[config.mk]
export PLATFORM = sky130hd
export DESIGN_NAME = hazard_ctrl
export DESIGN_NICKNAME = d
export VERILOG_FILES = /design/src/rtl/hazard_ctrl.sv
export SDC_FILE = /design/constraint.sdc
export NUM_CORES = 1
export LEC_CHECK = 0
export ABC_AREA = 1
export BUFFER_PORTS_ARGS = -buffer_cell sky130_fd_sc_hd__buf_2
export CAP_MARGIN = 10
export CORE_MARGIN = 2
export CORE_UTILIZATION = 50
export DETAILED_ROUTE_END_ITERATION = 7
export PLACE_DENSITY_LB_ADDON = 0.12
export SYNTH_ARGS = -nofsm -noshare
export SYNTH_HDL_FRONTEND = slang
export SYNTH_SLANG_ARGS = --single-unit
export TNS_END_PERCENT = 20
[constraint.sdc]
create_clock -name clk -period 2.85 [get_ports clk]
set_clock_uncertainty 0.2 [all_clocks]
set_input_delay 0.285 -clock clk [delete_from_list [all_inputs] [get_ports clk]]
set_output_delay 0.285 -clock clk [all_outputs]
set_load 0.01 [all_outputs]
[src/rtl/hazard_ctrl.sv]
// Pipeline hazard control: load-use stalls, taken-branch flushes and data-memory freezes.
// Optional HAZARD_PERF_CNT_EN adds saturating stall/flush cycle counters.
module hazard_ctrl #(
    parameter int unsigned LOAD_STALL_CYCLES = 1,
    parameter int unsigned FLUSH_CYCLES      = 1,
    parameter int unsigned MEM_TIMEOUT       = 255
) (
    input  logic       clk,
    input  logic       rst,
    input  logic [4:0] if_id_rs1_i,
    input  logic [4:0] if_id_rs2_i,
    input  logic       if_id_uses_rs2_i,
    input  logic       id_ex_MemRead_i,
    input  logic [4:0] id_ex_wr_i,
    input  logic       ex_branch_taken_i,
    input  logic       mem_req_i,
    input  logic       mem_ready_i,
    output logic       pc_write_o,
    output logic       if_id_write_o,
    output logic       if_id_flush_o,
    output logic       id_ex_write_o,
    output logic       id_ex_flush_o,
    output logic       ex_mem_write_o,
    output logic       mem_err_o
`ifdef HAZARD_PERF_CNT_EN
    ,
    output logic [31:0] stall_cnt_o,
    output logic [31:0] flush_cnt_o
`endif
);

    localparam int unsigned CNT_W  = 4;
    localparam int unsigned WAIT_W = 16;
    localparam logic [CNT_W-1:0]  LS_LOAD = CNT_W'(LOAD_STALL_CYCLES - 1);
    localparam logic [CNT_W-1:0]  FL_LOAD = CNT_W'(FLUSH_CYCLES - 1);
    localparam logic [WAIT_W-1:0] TIMEOUT = WAIT_W'(MEM_TIMEOUT);

    typedef enum logic [1:0] {RUN, LU_STALL, BR_FLUSH, MEM_WAIT} state_e;

    state_e             state_q, state_d, ret_q, ret_d, base_st;
    logic [CNT_W-1:0]   cnt_q, cnt_d, ret_cnt_q, ret_cnt_d, base_cnt;
    logic [WAIT_W-1:0]  wait_q, wait_d;
    logic               err_q, err_d;
    logic               frozen, hazard;

    always_ff @(posedge clk or posedge rst) begin
        if (rst) begin
            state_q   <= RUN;
            cnt_q     <= '0;
            ret_q     <= RUN;
            ret_cnt_q <= '0;
            wait_q    <= '0;
            err_q     <= 1'b0;
        end else begin
            state_q   <= state_d;
            cnt_q     <= cnt_d;
            ret_q     <= ret_d;
            ret_cnt_q <= ret_cnt_d;
            wait_q    <= wait_d;
            err_q     <= err_d;
        end
    end

    assign mem_err_o = err_q;

    // The ready cycle of a freeze behaves as a normal cycle of the state that was frozen.
    always_comb begin
        pc_write_o     = 1'b1;
        if_id_write_o  = 1'b1;
        if_id_flush_o  = 1'b0;
        id_ex_write_o  = 1'b1;
        id_ex_flush_o  = 1'b0;
        ex_mem_write_o = 1'b1;
        state_d        = state_q;
        cnt_d          = cnt_q;
        ret_d          = ret_q;
        ret_cnt_d      = ret_cnt_q;
        wait_d         = wait_q;
        err_d          = err_q;

        base_st  = (state_q == MEM_WAIT) ? ret_q : state_q;
        base_cnt = (state_q == MEM_WAIT) ? ret_cnt_q : cnt_q;
        frozen   = (state_q == MEM_WAIT) ? !mem_ready_i : (mem_req_i && !mem_ready_i);
        hazard   = id_ex_MemRead_i && (id_ex_wr_i != 5'd0) &&
                   ((id_ex_wr_i == if_id_rs1_i) ||
                    (if_id_uses_rs2_i && (id_ex_wr_i == if_id_rs2_i)));

        if (frozen) begin
            pc_write_o     = 1'b0;
            if_id_write_o  = 1'b0;
            id_ex_write_o  = 1'b0;
            ex_mem_write_o = 1'b0;
            state_d        = MEM_WAIT;
            if (state_q != MEM_WAIT) begin
                ret_d     = state_q;
                ret_cnt_d = cnt_q;
            end
            if (wait_q < TIMEOUT) begin
                wait_d = wait_q + WAIT_W'(1);
            end
            if (wait_d == TIMEOUT) begin
                err_d = 1'b1;
            end
        end else begin
            wait_d = '0;
            if (ex_branch_taken_i) begin
                if_id_flush_o = 1'b1;
                id_ex_flush_o = 1'b1;
                state_d       = (FLUSH_CYCLES > 1) ? BR_FLUSH : RUN;
                cnt_d         = FL_LOAD;
            end else begin
                case (base_st)
                    BR_FLUSH: begin
                        if_id_flush_o = 1'b1;
                        id_ex_flush_o = 1'b1;
                        state_d       = (base_cnt <= CNT_W'(1)) ? RUN : BR_FLUSH;
                        cnt_d         = base_cnt - CNT_W'(1);
                    end
                    LU_STALL: begin
                        pc_write_o    = 1'b0;
                        if_id_write_o = 1'b0;
                        id_ex_flush_o = 1'b1;
                        state_d       = (base_cnt <= CNT_W'(1)) ? RUN : LU_STALL;
                        cnt_d         = base_cnt - CNT_W'(1);
                    end
                    default: begin
                        state_d = RUN;
                        cnt_d   = '0;
                        if (hazard) begin
                            pc_write_o    = 1'b0;
                            if_id_write_o = 1'b0;
                            id_ex_flush_o = 1'b1;
                            state_d       = (LOAD_STALL_CYCLES > 1) ? LU_STALL : RUN;
                            cnt_d         = LS_LOAD;
                        end
                    end
                endcase
            end
        end

        if (rst) begin
            pc_write_o     = 1'b0;
            if_id_write_o  = 1'b0;
            id_ex_write_o  = 1'b0;
            ex_mem_write_o = 1'b0;
            if_id_flush_o  = 1'b1;
            id_ex_flush_o  = 1'b1;
        end
    end

`ifdef HAZARD_PERF_CNT_EN
    logic [31:0] stall_cnt_q, flush_cnt_q;

    always_ff @(posedge clk or posedge rst) begin
        if (rst) begin
            stall_cnt_q <= '0;
            flush_cnt_q <= '0;
        end else begin
            if (!pc_write_o && (stall_cnt_q != '1)) begin
                stall_cnt_q <= stall_cnt_q + 32'd1;
            end
            if (id_ex_flush_o && (flush_cnt_q != '1)) begin
                flush_cnt_q <= flush_cnt_q + 32'd1;
            end
        end
    end

    assign stall_cnt_o = stall_cnt_q;
    assign flush_cnt_o = flush_cnt_q;
`endif

endmodule

# After elaboration in Yosys (flattened, before gate mapping)
# Cells that the tools add are included.
totals:
  ff_bits: 29
  input_bits: 22
  output_inout_bits: 7
  word_cells: 56
op_classes:
  n_addsub: 2
  order_cmp: 2
  eq_ne: 7
  n_mux: 29
  n_reduce_logical: 10
ops:
  columns: ["op", "count"]
  rows:
  - ["2-to-1 mux 16 bit", 3]
  - ["2-to-1 mux 1 bit", 17]
  - ["adder 16 x 1 -> 16 bit (second input constant)", 1]
  - ["== test 16 x 8 -> 1 bit (second input constant)", 1]
  - ["less-than comparator 16 x 8 -> 1 bit (second input constant)", 1]
  - ["2-to-1 mux 4 bit", 3]
  - ["== test 5 bit", 2]
  - ["2-to-1 mux 2 bit", 4]
  - ["nonzero test 5 bit", 1]
  - ["== test 2 bit (second input constant)", 2]
  - ["<= comparator 4 x 1 -> 1 bit (second input constant)", 1]
  - ["logical AND 1 bit", 4]
  - ["case mux 2 bit (2 select lines)", 1]
  - ["AND reduction 2 bit", 2]
  - ["subtractor 4 x 1 -> 4 bit (second input constant)", 1]
  - ["== test 2 x 1 -> 1 bit (second input constant)", 1]
  - ["!= test 2 bit (second input constant)", 1]
  - ["case mux 1 bit (2 select lines)", 1]
  - ["OR reduction 2 bit", 1]
  - ["logical NOT 1 bit", 1]
  - ["logical OR 1 bit", 1]

# Logic depth before layout (Yosys ltp)
logic_depth:
  depth_word: 9
  depth_mapped: 12
  depth_no_buf: 12

# Worst setup path after synthesis
# Ideal clock, no wire load.
synth_path:
  path_type: "flip-flop to output port"
  startpoint: "reg state_q[0]"
  endpoint: "out pc_write_o"
  t_arrival_ns: 1.583
  required_time_ns: 2.365
  slack_ns: 0.782
  path_stages_with_launch: 8
  path_buffers: 1
  path_cell_list: "dfrtp_1 inv_1 o21ai_0 ha_1 inv_1 a21oi_1 a21boi_0 buf_4"
synth_between:
  elab_chain_cells: 7
  elab_cells_between_ends: 9
  classes_between: "eq/ne (3); mux (6)"
synth_lines:
  columns: ["item", "line_no", "source"]
  rows:
  - ["from (decl)", "40", "state_e state_q, state_d, ret_q, ret_d, base_st;"]
  - ["from (signal assigned)", "55", "state_q <= state_d;"]
  - ["== test 2 bit", "81, 83", null]
  - ["2-to-1 mux 2 bit", "81", "base_st = (state_q == MEM_WAIT) ? ret_q : state_q;"]
  - ["== test 2 x 1 -> 1 bit or == test 2 bit (tied branches)", null, null]
  - ["case mux 1 bit (2 select lines)", null, null]
  - ["2-to-1 mux 1 bit", null, null]
  - ["2-to-1 mux 1 bit (*) (2 in a row)", null, null]
  - ["to (decl)", "18", "output logic pc_write_o,"]
# Mark *: on every way between the ends. The rest lies on a longest branch, timed or not.

# Worst setup path after layout
layout_path:
  startpoint: "reg state_q[0]"
  endpoint: "out if_id_write_o"
layout_between:
  elab_chain_cells: 7
  elab_cells_between_ends: 9
  classes_between: "eq/ne (3); mux (6)"
layout_lines:
  columns: ["item", "line_no", "source"]
  rows:
  - ["== test 2 bit", "81, 83", null]
  - ["2-to-1 mux 2 bit", "81", null]
  - ["== test 2 x 1 -> 1 bit or == test 2 bit (tied branches)", "112", "case (base_st)"]
  - ["case mux 1 bit (2 select lines)", "112", null]
  - ["2-to-1 mux 1 bit", "106", "if (ex_branch_taken_i) begin"]
  - ["2-to-1 mux 1 bit (*)", "88", "if (frozen) begin"]
  - ["2-to-1 mux 1 bit (*)", "141", "if (rst) begin"]
  - ["to (decl)", "19", "output logic if_id_write_o,"]
# Marks and branches as above.

==> report_table.html <==
<table>
<tr><th>Metric</th><th>Value</th></tr>
<tr><th colspan="2">Synthesis</th></tr>
<tr><td>Yosys Warn Count</td><td>0</td></tr>
<tr><td>Post-synth cell types</td><td>30</td></tr>
<tr><td>Synthesized netlist cell count</td><td>238</td></tr>
<tr><td>Share of the synthesized area in the top cell type</td><td>0.4087</td></tr>
<tr><td>Top post-synthesis cells by count</td><td>nand2_1 (55), nor2_1 (36), inv_1 (33)</td></tr>
<tr><td>Fraction of registers with async set or reset after synthesis</td><td>1.000</td></tr>
<tr><td>Top_reg_cell synth</td><td>dfrtp_1</td></tr>
<tr><td>Number of enable flip-flop cells after synthesis</td><td>0</td></tr>
<tr><td>Sequential fraction of the synthesis area</td><td>0.4087</td></tr>
<tr><td>Leading cell types by total area after synthesis</td><td>dfrtp_1 (41%), nand2_1 (12%), nor2_1 (7.6%)</td></tr>
<tr><td>Synth Net Count</td><td>265</td></tr>
<tr><td>Area of the mapped netlist</td><td>1775 um^2</td></tr>
<tr><td>Synth Register Bits</td><td>29</td></tr>
<tr><td>Synthesized area per cell</td><td>7.460 um^2</td></tr>
<tr><td>Most area-hungry cell type in the Yosys netlist</td><td>dfrtp_1</td></tr>
<tr><td>Most numerous cell in the Yosys netlist</td><td>nand2_1</td></tr>
<tr><th colspan="2">CTS</th></tr>
<tr><td>Htree depth</td><td>2</td></tr>
<tr><td>Clock tree root driver cell</td><td>clkbuf_4</td></tr>
<tr><td>Total of cells resized after clock tree synthesis</td><td>0</td></tr>
<tr><td>Clock-pin slew of the registers on the worst-case setup and hold paths</td><td>0.08 ns</td></tr>
<tr><td>Clock network latency to the later pin of the worst-skew pair</td><td>0.33 ns</td></tr>
<tr><td>TritonCTS clock tree</td><td>done</td></tr>
<tr><td>Clock tree sinks</td><td>29</td></tr>
<tr><td>Clock Tree Buf Depth</td><td>2</td></tr>
<tr><td>Total clock buffers created by CTS</td><td>5</td></tr>
<tr><th colspan="2">Final layout</th></tr>
<tr><td>Final #Nets</td><td>297</td></tr>
<tr><td>Final non-filler cell total</td><td>317</td></tr>
<tr><td>P&amp;R area growth vs syn</td><td>14.52%</td></tr>
<tr><td>Final Core Density</td><td>0.6045</td></tr>
<tr><td>Proportion of layout cells with a drive suffix above 1</td><td>0.2177</td></tr>
<tr><td>Antenna Diode Count</td><td>0</td></tr>
<tr><td>Count of filler cells inserted in the layout</td><td>344</td></tr>
<tr><th colspan="2">Detailed routing</th></tr>
<tr><td>Post-route DRC violation count</td><td>0</td></tr>
<tr><td>1st-iter DRT viols</td><td>90</td></tr>
<tr><td>Remaining number of nets flagged by the antenna check after routing</td><td>0</td></tr>
<tr><td>Average detailed-routed wire length per instance</td><td>10.71 um</td></tr>
<tr><td>Initial DRT Pass Iterations</td><td>4</td></tr>
<tr><td>Total length of routed wires</td><td>3.396 mm</td></tr>
<tr><td>Vias per Instance</td><td>4.694</td></tr>
<tr><td>Via count</td><td>1,488</td></tr>
<tr><th colspan="2">Floorplan</th></tr>
<tr><td>Core footprint</td><td>3363 um^2</td></tr>
<tr><td>Effective utilization at floorplan</td><td>0.5279</td></tr>
<tr><td>I/O pins</td><td>29</td></tr>
<tr><td>Die footprint</td><td>4044 um^2</td></tr>
<tr><td>Total number of placement rows</td><td>21</td></tr>
<tr><td>Height of the die</td><td>63.59 um</td></tr>
<tr><td>Floorplan die width</td><td>63.59 um</td></tr>
<tr><th colspan="2">Setup path</th></tr>
<tr><td>Max Fanout on Critical Path</td><td>3</td></tr>
<tr><td>Crit. End Element</td><td>output pin</td></tr>
<tr><td>Worst flop-to-flop path endpoint</td><td>mem_err_o</td></tr>
<tr><td>CP max-delay cell</td><td>dfrtp_1</td></tr>
<tr><td>Depth of the worst register-to-register path</td><td>11</td></tr>
<tr><td>Critical R2R Launch</td><td>wait_q[1]</td></tr>
<tr><td>Critical setup path kind</td><td>register to output pin</td></tr>
<tr><td>Type of element launching the critical path</td><td>register</td></tr>
<tr><td>Most prevalent standard cell on the critical path</td><td>inv_1</td></tr>
<tr><td>Slowest Stage Delay on Critical Path</td><td>0.38 ns</td></tr>
<tr><td>Worst R2R Setup Slack</td><td>0.97 ns</td></tr>
<tr><td>Arrival time reported for the critical path endpoint</td><td>1.82 ns</td></tr>
<tr><td>Required time of the critical path</td><td>2.37 ns</td></tr>
<tr><td>Cells traversed along the worst timing path</td><td>inv_1, o21ai_0, ha_1, inv_1, a21oi_1, a21boi_0, buf_2</td></tr>
<tr><th colspan="2">Pwr</th></tr>
<tr><td>Maximum VDD drop</td><td>0.2381 mV</td></tr>
<tr><td>Static leakage</td><td>1.046 nW</td></tr>
<tr><td>Power per unit of standard cell area</td><td>469.3 nW/um^2</td></tr>
<tr><td>Total Power Consumption</td><td>954.2 uW</td></tr>
<tr><th colspan="2">STA</th></tr>
<tr><td>Min Tclk post-route</td><td>2.303 ns</td></tr>
<tr><td>Final Hold Vio Count</td><td>0</td></tr>
<tr><td>Relative max-transition margin</td><td>0.7397</td></tr>
<tr><td>Setup tns final</td><td>0 ns</td></tr>
<tr><td>Setup repair after global routing missed its margin</td><td>false</td></tr>
<tr><td>Total count of max-transition violations in the final report</td><td>0</td></tr>
<tr><td>Slew at the pin closest to its max-slew limit</td><td>0.3900 ns</td></tr>
<tr><td>Timing-limited maximum frequency</td><td>434.2 MHz</td></tr>
<tr><td>Final cycle utilization of the critical path</td><td>0.8081</td></tr>
<tr><td>Setup violators final</td><td>0</td></tr>
<tr><th colspan="2">Worst hold path</th></tr>
<tr><td>Hold Path Origin</td><td>ex_branch_taken_i</td></tr>
<tr><td>Worst min-delay path endpoint</td><td>state_q[0]</td></tr>
<tr><td>Count of cells along the worst hold path</td><td>4</td></tr>
<tr><td>Hold/Removal Path Class</td><td>primary input to register</td></tr>
<tr><th colspan="2">Placed design</th></tr>
<tr><td>HPWL reported at the end of detailed placement</td><td>2.581 mm</td></tr>
<tr><td>Placed Instances</td><td>308</td></tr>
<tr><td>Number of port buffers</td><td>28</td></tr>
<tr><td>Gp weighted congestion</td><td>0.7924</td></tr>
<tr><th colspan="2">Global routing</th></tr>
<tr><td>Maximum number of pins on one net before global-route repair</td><td>25</td></tr>
<tr><td>Number of global-route vias before repair</td><td>1,401</td></tr>
<tr><td>Final global-route overflow total</td><td>0</td></tr>
<tr><td>Overall global routing resource usage</td><td>0.1926</td></tr>
<tr><td>Initial antenna violation count</td><td>0</td></tr>
<tr><td>Global-route wire length before repair</td><td>5.899 mm</td></tr>
<tr><th colspan="2">Status</th></tr>
<tr><td>Run status</td><td>complete, no violations</td></tr>
<tr><th colspan="2">Run</th></tr>
<tr><td>Max-cap violations</td><td>0</td></tr>
</table>
cells by family after synthesis:
family / after synthesis / synth area share
and+or+nand+nor: 120 / 0.3009
muxes: 1 / 0.006342
buffers and inverters: 44 / 0.1008
AOI/OAI and AO/OA: 26 / 0.08387
DFF: 29 / 0.4087
xor gates and xnor gates: 13 / 0.06413
adders and majority gates: 5 / 0.03524
metrics by stage:
| stage | instance area [um^2] | hold WS, ns | worst slack, ns |
|---|---|---|---|
| global route | 2033 | 0.1239 | 0.3702 |
| floorplan | 1775 | 0.1775 | 0.7818 |
| CTS | 2033 | 0.1008 | 0.5548 |
| detailed placement | 1953 | 0.1010 | 0.9217 |
| global placement | 1953 | 0.09383 | 0.9421 |
| finish | 2033 | 0.1018 | 0.5471 |
layout by cell type (no fill, tap or decap), types with 2 or more instances in the layout:
master / count
o21ai_1: 2
o21ai_2: 2
a21oi_1: 4
xor2_1: 9
nand2_1: 55
inv_2: 4
clkbuf_8: 2
ha_1: 5
o21ai_0: 11
o22ai_1: 5
dfrtp_1: 29
nand3_1: 11
nand2_2: 2
inv_1: 33
nand3_2: 3
buf_2: 28
xnor2_1: 4
nand4_1: 3
nor2_1: 36
clkbuf_4: 5
nor2_2: 6
routing by layer:
metal / part of all wire / GRT usage / vias to the layer above
met2: 0.49 / 0.3224 / 17
li1: - / - / 798
met3: 0.030 / 0.05893 / 6
met1: 0.46 / 0.2315 / 667
met5: 0 / 0 / -
met4: 0.015 / 0.07337 / 0
worst max-delay path: cells and delay by family, from the launching register on:
kind,cells,cell delay [ns]
compound gates,3,0.48
flops,1,0.38
buf+inv,3,0.34
fa+ha+maj,1,0.30
power breakdown:
group	internal [mW]	leakage [nW]	switching, mW
Clock	0.143	0.0413	0.149
Sequential	0.443	0.390	0.0166
Combinational	0.0841	0.614	0.119
worst max path at each step:
stage | from | to | slack, ns | cells past startpoint
2_1_floorplan | state_q[0] | pc_write_o | 0.78 | 7
3_3_place_gp | state_q[0] | pc_write_o | 0.94 | 7
3_5_place_dp | state_q[0] | pc_write_o | 0.92 | 7
4_1_cts | state_q[0] | pc_write_o | 0.55 | 7
5_1_grt | state_q[0] | if_id_write_o | 0.37 | 7
6_report | state_q[0] | if_id_write_o | 0.55 | 7
layout make-up:
| class | count | area, um^2 | share of cell area |
|---|---|---|---|
| Clock buffer | 7 | 65.06 | 0.03200 |
| Clock inverter | 1 | 5.005 | 0.002462 |
| Inverter | 39 | 151.4 | 0.07446 |
| Multi-Input combinational cell | 165 | 870.8 | 0.4283 |
| Sequential cell | 29 | 725.7 | 0.3569 |
| Tap cell | 46 | 57.56 | 0.02831 |
| Timing Repair Buffer | 30 | 157.7 | 0.07754 |
registers in the layout (all words and copies together), names as in the netlist:
name,count
ret_cnt_q,4
cnt_q,4
mem_err_o,1
ret_q,2
wait_q,16
state_q,2
repair_timing:
item / CTS / global route
hold buffers: 1 / 0
endpoints found under the setup margin: 0 / 0
buffers inserted: 0 / 0
endpoints found under the hold margin: 8 / 0
Power figures use the tool's default switching activity.
